File: config.mk
export PLATFORM = sky130hd
export DESIGN_NAME = fifo_watermark
export DESIGN_NICKNAME = d
export VERILOG_FILES = /design/src/rtl/fifo_pkg.sv /design/src/rtl/fifo_ram.sv /design/src/rtl/fifo_watermark.sv
export SDC_FILE = /design/constraint.sdc
export NUM_CORES = 1
export LEC_CHECK = 0
export BUFFER_PORTS_ARGS = -buffer_cell sky130_fd_sc_hd__buf_2
export CORE_MARGIN = 2
export CORE_UTILIZATION = 30
export DETAILED_ROUTE_END_ITERATION = 7
export SYNTH_ARGS = -nofsm -noshare
export SYNTH_HDL_FRONTEND = slang
export SYNTH_SLANG_ARGS = --single-unit
File: constraint.sdc
create_clock -name clock -period 2.8 [get_ports clock]
set_input_delay 0.42 -clock clock [delete_from_list [all_inputs] [get_ports clock]]
set_output_delay 0.42 -clock clock [all_outputs]
set_load 0.03 [all_outputs]
File: src/rtl/fifo_pkg.sv
// Shared derivations for fifo_watermark: capacity, pointer width and threshold legality.
package fifo_pkg;

    function automatic int depth_of(input int log_depth);
        return 32'sd1 << log_depth;
    endfunction

    // One extra pointer bit so the pointers wrap modulo twice the capacity.
    function automatic int ptr_w(input int log_depth);
        return log_depth + 32'sd1;
    endfunction

    function automatic bit thresh_ok(input int ae_thresh, input int af_thresh, input int depth);
        return (ae_thresh >= 32'sd0) && (ae_thresh < af_thresh) && (af_thresh <= depth);
    endfunction

endpackage

File: src/rtl/fifo_ram.sv
// Simple dual-port storage: synchronous write port, combinational read port, no reset.
module fifo_ram #(
    parameter int WIDTH = 16,
    parameter int AW    = 4
) (
    input  logic             clock,
    input  logic             i_we,
    input  logic [AW-1:0]    i_waddr,
    input  logic [WIDTH-1:0] i_wdata,
    input  logic [AW-1:0]    i_raddr,
    output logic [WIDTH-1:0] o_rdata
);

    logic [WIDTH-1:0] r_mem [2**AW];

    // Write port; contents deliberately survive reset.
    always_ff @(posedge clock) begin
        if (i_we) begin
            r_mem[i_waddr] <= i_wdata;
        end
    end

    assign o_rdata = r_mem[i_raddr];

endmodule

File: src/rtl/fifo_watermark.sv
// Single-clock FIFO with occupancy, almost-full/empty watermarks and optional show-ahead.
// Sticky overflow/underflow flags are built only when FIFO_WATERMARK_ERR_EN is defined.
module fifo_watermark
    import fifo_pkg::*;
#(
    parameter int WIDTH     = 16,
    parameter int LOG_DEPTH = 4,
    parameter int AF_THRESH = (2 ** LOG_DEPTH) - 4,
    parameter int AE_THRESH = 2,
    parameter int SHOWAHEAD = 0
) (
    input  logic                 clock,
    input  logic                 reset_n,
    input  logic                 wrreq,
    input  logic [WIDTH-1:0]     data,
    input  logic                 rdreq,
    output logic [WIDTH-1:0]     q,
    output logic                 full,
    output logic                 empty,
    output logic [LOG_DEPTH:0]   usedw,
    output logic                 almost_full,
    output logic                 almost_empty,
    input  logic                 err_clr,
    output logic                 overflow,
    output logic                 underflow
);

    localparam int DEPTH = depth_of(LOG_DEPTH);
    localparam int PW    = ptr_w(LOG_DEPTH);
    localparam logic [PW-1:0] DEPTH_V = PW'(DEPTH);
    localparam logic [PW-1:0] AF_V    = PW'(AF_THRESH);
    localparam logic [PW-1:0] AE_V    = PW'(AE_THRESH);

    generate
        if (!thresh_ok(AE_THRESH, AF_THRESH, DEPTH)) begin : g_bad_params
            $error("fifo_watermark: thresholds must satisfy 0 <= AE_THRESH < AF_THRESH <= DEPTH");
        end
    endgenerate

    logic [PW-1:0]    r_wr_ptr;
    logic [PW-1:0]    r_rd_ptr;
    logic [PW-1:0]    r_usedw;
    logic             r_full;
    logic             r_empty;
    logic             r_af;
    logic             r_ae;
    logic             w_wr_acc;
    logic             w_rd_acc;
    logic [PW-1:0]    w_usedw_nxt;
    logic [WIDTH-1:0] w_rd_data;

    // Acceptance uses the registered flags, so full/empty are sampled before the edge.
    always_comb begin
        w_wr_acc    = wrreq & ~r_full;
        w_rd_acc    = rdreq & ~r_empty;
        w_usedw_nxt = r_usedw;
        case ({w_wr_acc, w_rd_acc})
            2'b10:   w_usedw_nxt = r_usedw + PW'(1);
            2'b01:   w_usedw_nxt = r_usedw - PW'(1);
            default: w_usedw_nxt = r_usedw;
        endcase
    end

    // Pointers, occupancy and flags; flags are decoded from the next count so all are registered.
    always_ff @(posedge clock or negedge reset_n) begin
        if (!reset_n) begin
            r_wr_ptr <= '0;
            r_rd_ptr <= '0;
            r_usedw  <= '0;
            r_full   <= 1'b0;
            r_empty  <= 1'b1;
            r_af     <= (AF_V == '0);
            r_ae     <= 1'b1;
        end else begin
            r_wr_ptr <= w_wr_acc ? r_wr_ptr + PW'(1) : r_wr_ptr;
            r_rd_ptr <= w_rd_acc ? r_rd_ptr + PW'(1) : r_rd_ptr;
            r_usedw  <= w_usedw_nxt;
            r_full   <= (w_usedw_nxt == DEPTH_V);
            r_empty  <= (w_usedw_nxt == '0);
            r_af     <= (w_usedw_nxt >= AF_V);
            r_ae     <= (w_usedw_nxt <= AE_V);
        end
    end

    fifo_ram #(
        .WIDTH (WIDTH),
        .AW    (LOG_DEPTH)
    ) u_ram (
        .clock   (clock),
        .i_we    (w_wr_acc),
        .i_waddr (r_wr_ptr[LOG_DEPTH-1:0]),
        .i_wdata (data),
        .i_raddr (r_rd_ptr[LOG_DEPTH-1:0]),
        .o_rdata (w_rd_data)
    );

    generate
        if (SHOWAHEAD != 0) begin : g_showahead
            // Head word is presented directly; zero while empty keeps reset value defined.
            assign q = r_empty ? '0 : w_rd_data;
        end else begin : g_registered
            logic [WIDTH-1:0] r_q;

            // Registered read data, loaded only on an accepted read.
            always_ff @(posedge clock or negedge reset_n) begin
                if (!reset_n) begin
                    r_q <= '0;
                end else if (w_rd_acc) begin
                    r_q <= w_rd_data;
                end else begin
                    r_q <= r_q;
                end
            end

            assign q = r_q;
        end
    endgenerate

`ifdef FIFO_WATERMARK_ERR_EN
    logic r_overflow;
    logic r_underflow;

    // Sticky error flags; a set in the same cycle as a clear takes priority.
    always_ff @(posedge clock or negedge reset_n) begin
        if (!reset_n) begin
            r_overflow  <= 1'b0;
            r_underflow <= 1'b0;
        end else begin
            r_overflow  <= (wrreq & r_full)  | (r_overflow  & ~err_clr);
            r_underflow <= (rdreq & r_empty) | (r_underflow & ~err_clr);
        end
    end

    assign overflow  = r_overflow;
    assign underflow = r_underflow;
`else
    logic w_unused_err_clr;
    assign w_unused_err_clr = err_clr;
    assign overflow         = 1'b0;
    assign underflow        = 1'b0;
`endif

    assign usedw        = r_usedw;
    assign full         = r_full;
    assign empty        = r_empty;
    assign almost_full  = r_af;
    assign almost_empty = r_ae;

endmodule

==> results.tsv, run 1 <==
metric	value	unit
number of top-level design ports	48	
overall global routing resource usage	12.5	%
Clock Root Buffer	clkbuf_16	
post-synthesis sequential element count	289	
slew at the pin with the worst max-slew slack	0.984	ns
Setup TNS	0	ns
worst reg-to-reg setup slack	0.33	ns
most frequent standard cell in the layout excluding fill and tap cells	edfxtp_1	
kind of end point of the critical path	flop	
first-pass iteration count of the detailed router	4	
async set or reset register ratio after synthesis	11.4	%
count of placed standard cells including taps	1100	
clk sink count	289	
width of the chip	198	um
Required @ worst endpoint	3.20	ns
leakage component of the power	4.40	nW
reg2reg start	empty	
worst-case vdd ir drop	0.450	mV
endpoint of the worst register-to-register path	empty	
type of element launching the critical path	flop	
Vias	5361	
max cap viols	0	
Synth warnings	0	
Worst R2R Path Depth	10	
placeable core region	37400	sq um
final number of max-transition violations	0	
power density over cell area	1010	nW/um^2
most used cells in the layout excluding fill and tap cells	edfxtp_1 (256), mux4_2 (64), buf_2 (44)	
Post-synth EDFFs	256	
half-perimeter wire length of the detailed placement result	13.8	mm
Max transition margin	34.4	%
cts-stage hold buffer count	0	
Worst Clk Skew	0.0127	ns
buffers from clock root to sink, at most	3	
antenna violations before repair	0	
maximum number of pins on one net before global-route repair	68	
fraction of synthesized cell area taken by the top area cell type	67.9	%
Period minus WS final	2.47	ns
ratio of routed vias to standard cells	4.65	
unrepaired setup endpoints after global routing	no	
final WL	24.1	mm
leftover overflow at the end of global routing	0	
Critical Setup Path Class	flop to flop	
number of global-route vias before repair	5546	
Main synth FF type	edfxtp_1	
ranking of synthesized cells by area	edfxtp_1 (68%), mux4_2 (13%), dfrtp_1 (6.9%)	
height of the chip	198	um
total of buffers placed on input and output ports	44	
Post-Syn Area	11300	sq um
post-route non-filler standard cell count	1153	
CTS tree	done	
Clk pin slew, worst setup/hold paths	0.06	ns
gate count after technology mapping	546	
Seq/Total Area, Yosys	75.2	%
post-CTS setup buffers	0	
starting density of the core	30.3	%
Final Power	0.0134	W
synth-to-layout area growth	16.7	%
count of cells resized by post-cts repair	0	
WL/cell	20.9	um
routability cong.	0.740	
hold_ws	0.0235	ns
Die Area	39300	sq um
final hold violation count	0	
Arrival @ worst endpoint	2.87	ns
H-tree Lvls	1	
top fanout value on the critical path	7	
Min-Delay Path Class	input port to asynchronous set/reset pin	
nets	647	
post-route core utilization	35.3	%
fin crit share	88.3	%
layout cells sized above 1	31.4	%
DRC marker count from the first detailed-route iteration	571	
number of library cell types mapped by synthesis	45	
post-route ant nets	0	
Peak Freq	405	MHz
clock latency on the worst-skew pair	0.54	ns
cts bufs inserted	28	
first-pass GRT wire length	35.8	mm
count of unresolved DRC violations after routing	0	
result of the run	completed	
number of endpoints failing setup at the final stage	0	
top cell type by total area after synthesis	edfxtp_1	
number of core rows	71	
mean instance size in the synthesized netlist	20.7	sq um
==> worst max-delay path by stage <==
stage | endpoint | start
finish | empty | empty
global route | empty | empty
CTS | empty | empty
detailed placement | full | wrreq
global placement | full | wrreq
floorplan | full | empty
==> layer usage <==
metal / vias up / GRT usage [%] / share of wire [%] / wire [um]
li1: 2392 / - / - / -
met1: 2859 / 16.0 / 43 / 10300
met2: 83 / 22.3 / 52 / 12500
met3: 27 / 1.81 / 3.6 / 870
met4: 0 / 3.01 / 1.6 / 393
met5: - / 0 / 0 / 0
==> cells by family (layout without fill, tap and decap cells) <==
logic type,after synthesis,count (layout),share of synthesized area [%]
AOI/OAI and AO/OA,39,39,2.77
and+or+nand+nor,67,67,3.16
xor gates and xnor gates,10,10,0.774
other,1,3,0.0331
DFF,289,289,75.2
buffers and inverters,37,131,1.53
adders and majority gates,7,7,0.774
muxes,96,96,15.7
==> worst max-delay path, cell delays in order, from the launching register on <==
cell	delay, ns
dfstp_2	0.52
nand2b_2	0.12
inv_2	0.07
nand2_1	0.10
xnor2_1	0.13
ha_1	0.23
a21oi_1	0.07
or3_1	0.37
a21oi_1	0.19
o21ai_1	0.10
a2111oi_0	0.45
==> synth_stat cells (all sizes together), types with 2 or more instances <==
library cell    n
a21o            2
a21oi           2
a221o          16
a31oi           2
and2           18
and3            2
buf            21
clkbuf         11
dfrtp          31
dfstp           2
edfxtp        256
ha              7
inv             5
mux2           16
mux2i          16
mux4           64
nand2          12
nand4           2
nor2            4
nor2b           2
nor3           19
nor3b           2
o21a            2
o21ai           7
or3             2
xnor2           9
==> flip-flops by register name (all words and copies together) (netlist names) <==
signal,cells
full,1
r_rd_ptr,4
q,16
almost_full,1
u_ram.r_mem,256
almost_empty,1
usedw,5
r_wr_ptr,4
empty,1
==> through the flow <==
step                      area (sq um)  setup slack [ns]
final                            13200             0.328
after global placement           12300             0.232
after global routing             13200             0.127
after detailed placement         12300             0.232
after floorplan                  11300             0.343
after CTS                        13200             0.316
==> area by class of cell <==
class / count / area [sq um]
fillers: 3438 / 24200
multi-input cells: 221 / 2640
clock buffers: 40 / 776
repair buffers: 74 / 495
diodes: 1 / 2.50
well taps: 511 / 639
clock inverters: 12 / 121
flip-flops and latches: 289 / 8520
inverters: 5 / 18.8
==> report_power, final <==
part           internal [W]  total, W  switching (W)  leakage [nW]
registers           0.00532   0.00571       0.000386          2.71
logic               0.00186   0.00402        0.00216          1.25
clock network       0.00211   0.00362        0.00151         0.441
Note: power is estimated with default switching activity, not from simulation.
==> run 2: changes to the inputs <==
==> constraint.sdc (replaced) <==
create_clock -name clock -period 2.8 [get_ports clock]
set_input_delay 0.28 -clock clock [delete_from_list [all_inputs] [get_ports clock]]
set_output_delay 0.28 -clock clock [all_outputs]
set_load 0.03 [all_outputs]
==> run 2 against run 1 <==
- clock skew about the same
- worst setup slack worse by 0.019 ns
- routed wire length up 2.3%
- critical path type unchanged
- clock-buffer cell count up 4
- highest routed layer unchanged
==> results.tsv, run 2 (synthesized netlist as in run 1, its figures left out) <==
metric	value	unit	change
leakage component of the power	4.42	nW	was 4.40 nW
ratio of routed vias to standard cells	4.67		was 4.65
number of top-level design ports	48		unchanged
clk sink count	289		unchanged
antenna violations before repair	2		was 0
placeable core region	37400	sq um	unchanged
Worst Clk Skew	0.0132	ns	was 0.0127 ns
number of global-route vias before repair	5355		was 5546
clock latency on the worst-skew pair	0.54	ns	about the same
Setup TNS	0	ns	unchanged
maximum number of pins on one net before global-route repair	68		unchanged
number of core rows	71		unchanged
max reg flops	256		unchanged
Critical Setup Path Class	flop to flop		unchanged
CTS tree	done		unchanged
synth-to-layout area growth	17.4	%	was 16.7%
slew at the pin with the worst max-slew slack	1.07	ns	was 0.984 ns
number of inserted filler cells in the final layout	3456		was 3438
max cap viols	0		unchanged
Vias	5389		was 5361
Max transition margin	28.4	%	was 34.4%
height of the chip	198	um	unchanged
final number of max-transition violations	0		unchanged
Min-Delay Path Class	input port to flop		was input port to asynchronous set/reset pin
kind of end point of the critical path	flop		unchanged
post-route ant nets	0		unchanged
power density over cell area	1020	nW/um^2	was 1010 nW/um^2
overall global routing resource usage	12.7	%	was 12.5%
first-pass iteration count of the detailed router	4		unchanged
Required @ worst endpoint	3.24	ns	was 3.20 ns
final WL	24.7	mm	was 24.1 mm
layout cells sized above 1	30.9	%	was 31.4%
type of element launching the critical path	flop		unchanged
most used cells in the layout excluding fill and tap cells	edfxtp_1 (256), mux4_2 (64), buf_2 (44)		unchanged
Biggest register	u_ram.r_mem		unchanged
result of the run	completed		unchanged
nets	648		was 647
Multi-input gate area	2640	sq um	unchanged
Clock Root Buffer	clkbuf_16		unchanged
most frequent standard cell in the layout excluding fill and tap cells	edfxtp_1		unchanged
buffers from clock root to sink, at most	3		unchanged
DRC marker count from the first detailed-route iteration	470		was 571
worst-case vdd ir drop	0.554	mV	was 0.450 mV
WL/cell	21.4	um	was 20.9 um
final hold violation count	0		unchanged
starting density of the core	30.3	%	unchanged
Clk pin slew, worst setup/hold paths	0.06	ns	about the same
H-tree Lvls	1		unchanged
cts bufs inserted	29		was 28
top fanout value on the critical path	7		unchanged
count of unresolved DRC violations after routing	0		unchanged
Die Area	39300	sq um	unchanged
routability cong.	0.734		was 0.740
width of the chip	198	um	unchanged
fin crit share	89.0	%	was 88.3%
total of buffers placed on input and output ports	44		unchanged
leftover overflow at the end of global routing	0		unchanged
Arrival @ worst endpoint	2.93	ns	was 2.87 ns
Peak Freq	401	MHz	was 405 MHz
Period minus WS final	2.49	ns	was 2.47 ns
area taken by flip-flops and latches	8520	sq um	unchanged
hold_ws	0.118	ns	was 0.0235 ns
number of endpoints failing setup at the final stage	0		unchanged
post-CTS setup buffers	0		unchanged
half-perimeter wire length of the detailed placement result	13.8	mm	about the same
first-pass GRT wire length	36.3	mm	was 35.8 mm
unrepaired setup endpoints after global routing	no		unchanged
run 2: changes by cell type in the layout (fill, tap and decap cells not counted), sizes merged:
cell / before / now
buf: 74 / 73
bufinv: 2 / 1
clkbuf: 40 / 44
clkinv: 10 / 8
dlygate4sd3: 0 / 1
inv: 5 / 6
run 2: path summary, 6_finish.rpt:
kind | startpoint | end | slack, ns | depth (start not counted)
worst min-delay path | data[1] | u_ram.r_mem[0][1] | 0.12 | 1
worst max register to register | empty | full | 0.31 | 10
worst max-delay path | empty | full | 0.31 | 10
worst min register to register | q[4] | q[4] | 0.53 | 1
max in group asynchronous | reset_n | r_rd_ptr[0] | 1.70 | 2
min in group asynchronous | reset_n | usedw[0] | 0.41 | 2
run 2: timing repair:
action | in CTS | in global routing
gates resized for setup | 0 | 0
endpoints found under the hold margin | 31 | 0
hold buffers | 1 | 0
run 2: cell type report:
type / instances / area share, %
clock inverters: 10 / 0.574
flip-flops and latches: 289 / 64.1
multi-input cells: 221 / 19.9
well taps: 511 / 4.81
inverters: 5 / 0.141
clock buffers: 44 / 6.52
repair buffers: 74 / 3.94
diodes: 1 / 0.0188
run 2: per-layer routing:
| metal | track usage [%] | vias to the layer above | part of all wire (%) |
|---|---|---|---|
| met5 | 0 | - | 0 |
| met3 | 1.84 | 27 | 4.9 |
| met1 | 17.1 | 2851 | 44 |
| met4 | 3.06 | 0 | 1.5 |
| li1 | - | 2397 | - |
| met2 | 21.6 | 114 | 50 |
run 2: report_power, final:
part / internal [W] / switching, W / leakage, nW
clock: 0.00222 / 0.00156 / 0.459
combinational: 0.00188 / 0.00216 / 1.26
sequential: 0.00532 / 0.000416 / 2.71
run 2: stage by stage:
stage          area [sq um]  util, %  worst slack [ns]  cells  power (W)
6_report              13300     35.5             0.309   1155     0.0136
3_3_place_gp          12300     33.0             0.375   1099    0.00990
5_1_grt               13300     35.5            0.0887   1154     0.0142
2_1_floorplan         11300        -             0.343    547    0.00863
3_5_place_dp          12300     33.0             0.349   1099    0.00996
4_1_cts               13300     35.5             0.329   1154     0.0137
run 2: worst max-delay path, cell delays in order (launching register included):
cell and delay [ns]:
dfstp_2 0.52, nand2b_2 0.12, inv_2 0.07, nand2_1 0.09, xnor2_1 0.12, ha_1 0.23, nor2b_1 0.22, a32oi_1 0.13
o22a_1 0.23, or3_1 0.37, a221oi_1 0.28
==> run 3: changes to the inputs <==
--- a/config.mk
+++ b/config.mk
@@ -9,6 +9,7 @@
 export CORE_MARGIN = 2
 export CORE_UTILIZATION = 30
 export DETAILED_ROUTE_END_ITERATION = 7
+export PLACE_DENSITY_LB_ADDON = 0.2
 export SYNTH_ARGS = -nofsm -noshare
 export SYNTH_HDL_FRONTEND = slang
 export SYNTH_SLANG_ARGS = --single-unit
==> run 3 against run 2 <==
- combinational power about the same
- fmax grew 0.52%
- non-clock buffer count rose by 2
- clock power rose by 3%
- register-to-register slack is essentially flat
- via count is 0.93% higher
- critical endpoint is now empty
==> results.tsv, run 3 (synthesized netlist as in run 1, its figures left out) <==
metric	value	unit	change
number of top-level design ports	48		unchanged
type of element launching the critical path	flop		unchanged
most frequent standard cell in the layout excluding fill and tap cells	edfxtp_1		unchanged
Max transition margin	32.0	%	was 28.4%
Worst Clk Skew	0.0108	ns	was 0.0132 ns
most used cells in the layout excluding fill and tap cells	edfxtp_1 (256), mux4_2 (64), buf_2 (44)		unchanged
count of cells resized by post-cts repair	0		unchanged
layout cells sized above 1	32.3	%	was 30.9%
Vias	5439		was 5389
max cap viols	0		unchanged
WL/cell	22.5	um	was 21.4 um
CTS tree	done		unchanged
antenna violations before repair	1		was 2
synth-to-layout area growth	17.6	%	was 17.4%
Peak Freq	403	MHz	was 401 MHz
buffers from clock root to sink, at most	3		unchanged
clock latency on the worst-skew pair	0.55	ns	was 0.54 ns
crit path cell chain	nand2b_2 > inv_2 > nand2_1 > xnor2_1 > ha_1 > a21oi_1 > or3_1 > a21oi_1 > o21ai_1 > a2111oi_0		was nand2b_2 > inv_2 > nand2_1 > xnor2_1 > ha_1 > nor2b_1 > a32oi_1 > o22a_1 > or3_1 > a221oi_1
final hold violation count	0		unchanged
first-pass GRT wire length	38.8	mm	was 36.3 mm
first-pass iteration count of the detailed router	4		unchanged
number of inserted filler cells in the final layout	3438		was 3456
Arrival @ worst endpoint	2.89	ns	was 2.93 ns
Critical Setup Path Class	flop to flop		unchanged
Min-Delay Path Class	input port to flop		unchanged
slowest stage cell, crit path	dfstp_2		unchanged
power density over cell area	1030	nW/um^2	was 1020 nW/um^2
worst-case vdd ir drop	0.472	mV	was 0.554 mV
starting density of the core	30.3	%	unchanged
Biggest register	u_ram.r_mem		unchanged
post-route core utilization	35.6	%	was 35.5%
total of buffers placed on input and output ports	44		unchanged
count of unresolved DRC violations after routing	0		unchanged
number of global-route vias before repair	5937		was 5355
routability cong.	0.733		was 0.734
height of the chip	198	um	unchanged
max reg flops	256		unchanged
top fanout value on the critical path	7		unchanged
leftover overflow at the end of global routing	0		unchanged
leakage component of the power	4.43	nW	was 4.42 nW
Setup TNS	0	ns	unchanged
Multi-input gate area	2640	sq um	unchanged
Die Area	39300	sq um	unchanged
placeable core region	37400	sq um	unchanged
area post-placement	12300	sq um	about the same
fin crit share	88.5	%	was 89.0%
H-tree Lvls	1		unchanged
overall global routing resource usage	13.6	%	was 12.7%
final WL	26.1	mm	was 24.7 mm
Required @ worst endpoint	3.21	ns	was 3.24 ns
result of the run	completed		unchanged
number of endpoints failing setup at the final stage	0		unchanged
ratio of routed vias to standard cells	4.71		was 4.67
final number of max-transition violations	0		unchanged
Clk pin slew, worst setup/hold paths	0.07	ns	was 0.06 ns
kind of end point of the critical path	flop		unchanged
final design instance area without fill	13300	sq um	about the same
number of core rows	71		unchanged
cts bufs inserted	29		unchanged
DRC marker count from the first detailed-route iteration	351		was 470
clk sink count	289		unchanged
Clock Root Buffer	clkbuf_16		unchanged
category of cells accounting for the largest share of critical-path delay	compound AO/OA/AOI/OAI gates		was simple AND/OR/NAND/NOR gates
cell repeated most along the worst path	a21oi_1		
width of the chip	198	um	unchanged
half-perimeter wire length of the detailed placement result	15.2	mm	was 13.8 mm
post-route ant nets	0		unchanged
slowest stage delay, CP	0.52	ns	about the same
Period minus WS final	2.48	ns	was 2.49 ns
area taken by flip-flops and latches	8520	sq um	unchanged
worst path buffer plus inverter count	1		unchanged
nets	650		was 648
slew at the pin with the worst max-slew slack	1.02	ns	was 1.07 ns
unrepaired setup endpoints after global routing	no		unchanged
maximum number of pins on one net before global-route repair	44		was 68
==> run 3: cell count changes in the layout (fill, tap and decap cells not counted), sizes merged <==
cell	before	now
clkbuf	44	31
clkinv	8	12
clkinvlp	0	3
buf	73	75
bufinv	1	4
inv	6	8
==> run 3: repair_timing <==
item,CTS,global route
endpoints found under the setup margin,0,0
hold endpoints to repair,31,0
hold buffers,1,0
buffers inserted,0,0
==> run 3: layer usage <==
| layer | part of all wire (%) | vias to the layer above | track usage (%) |
|---|---|---|---|
| met4 | 1.7 | 0 | 2.92 |
| met3 | 3.8 | 37 | 2.01 |
| met2 | 52 | 95 | 24.5 |
| li1 | - | 2396 | - |
| met1 | 43 | 2911 | 17.3 |
| met5 | 0 | - | 0 |
==> run 3: report_power, final <==
| group | switching, W | internal [W] |
|---|---|---|
| sequential | 0.000489 | 0.00532 |
| combinational | 0.00216 | 0.00189 |
| clock | 0.00163 | 0.00227 |
==> run 3: cell type report <==
| cell class | instances | area share, % |
|---|---|---|
| multi-input combinational | 221 | 19.8 |
| clock inverter | 22 | 1.73 |
| tap | 511 | 4.80 |
| clock buffer | 31 | 5.51 |
| timing repair buffer | 76 | 3.95 |
| sequential | 289 | 64.0 |
| inverter | 5 | 0.141 |
| antenna | 1 | 0.0188 |
==> run 3: stage by stage <==
stage / hold slack [ns] / total power (W) / setup WS, ns / std cells
after floorplan: -0.0156 / 0.00863 / 0.343 / 547
after global placement: 0.445 / 0.00997 / 0.350 / 1101
after detailed placement: 0.449 / 0.0101 / 0.334 / 1101
after CTS: 0.0847 / 0.0140 / 0.302 / 1155
after global routing: 0.0967 / 0.0144 / 0.0532 / 1155
final: 0.0998 / 0.0138 / 0.321 / 1156
==> run 3: path summary, 6_finish.rpt <==
path                           from  slack [ns]  cells past startpoint                  end
setup / recovery              empty        0.32                     10                empty
min in group asynchronous   reset_n        0.41                      2          almost_full
max in group asynchronous   reset_n        1.74                      2          r_rd_ptr[0]
hold reg to reg                q[2]        0.51                      1                 q[2]
setup reg to reg              empty        0.32                     10                empty
hold / removal             data[14]         0.1                      1  u_ram.r_mem[13][14]
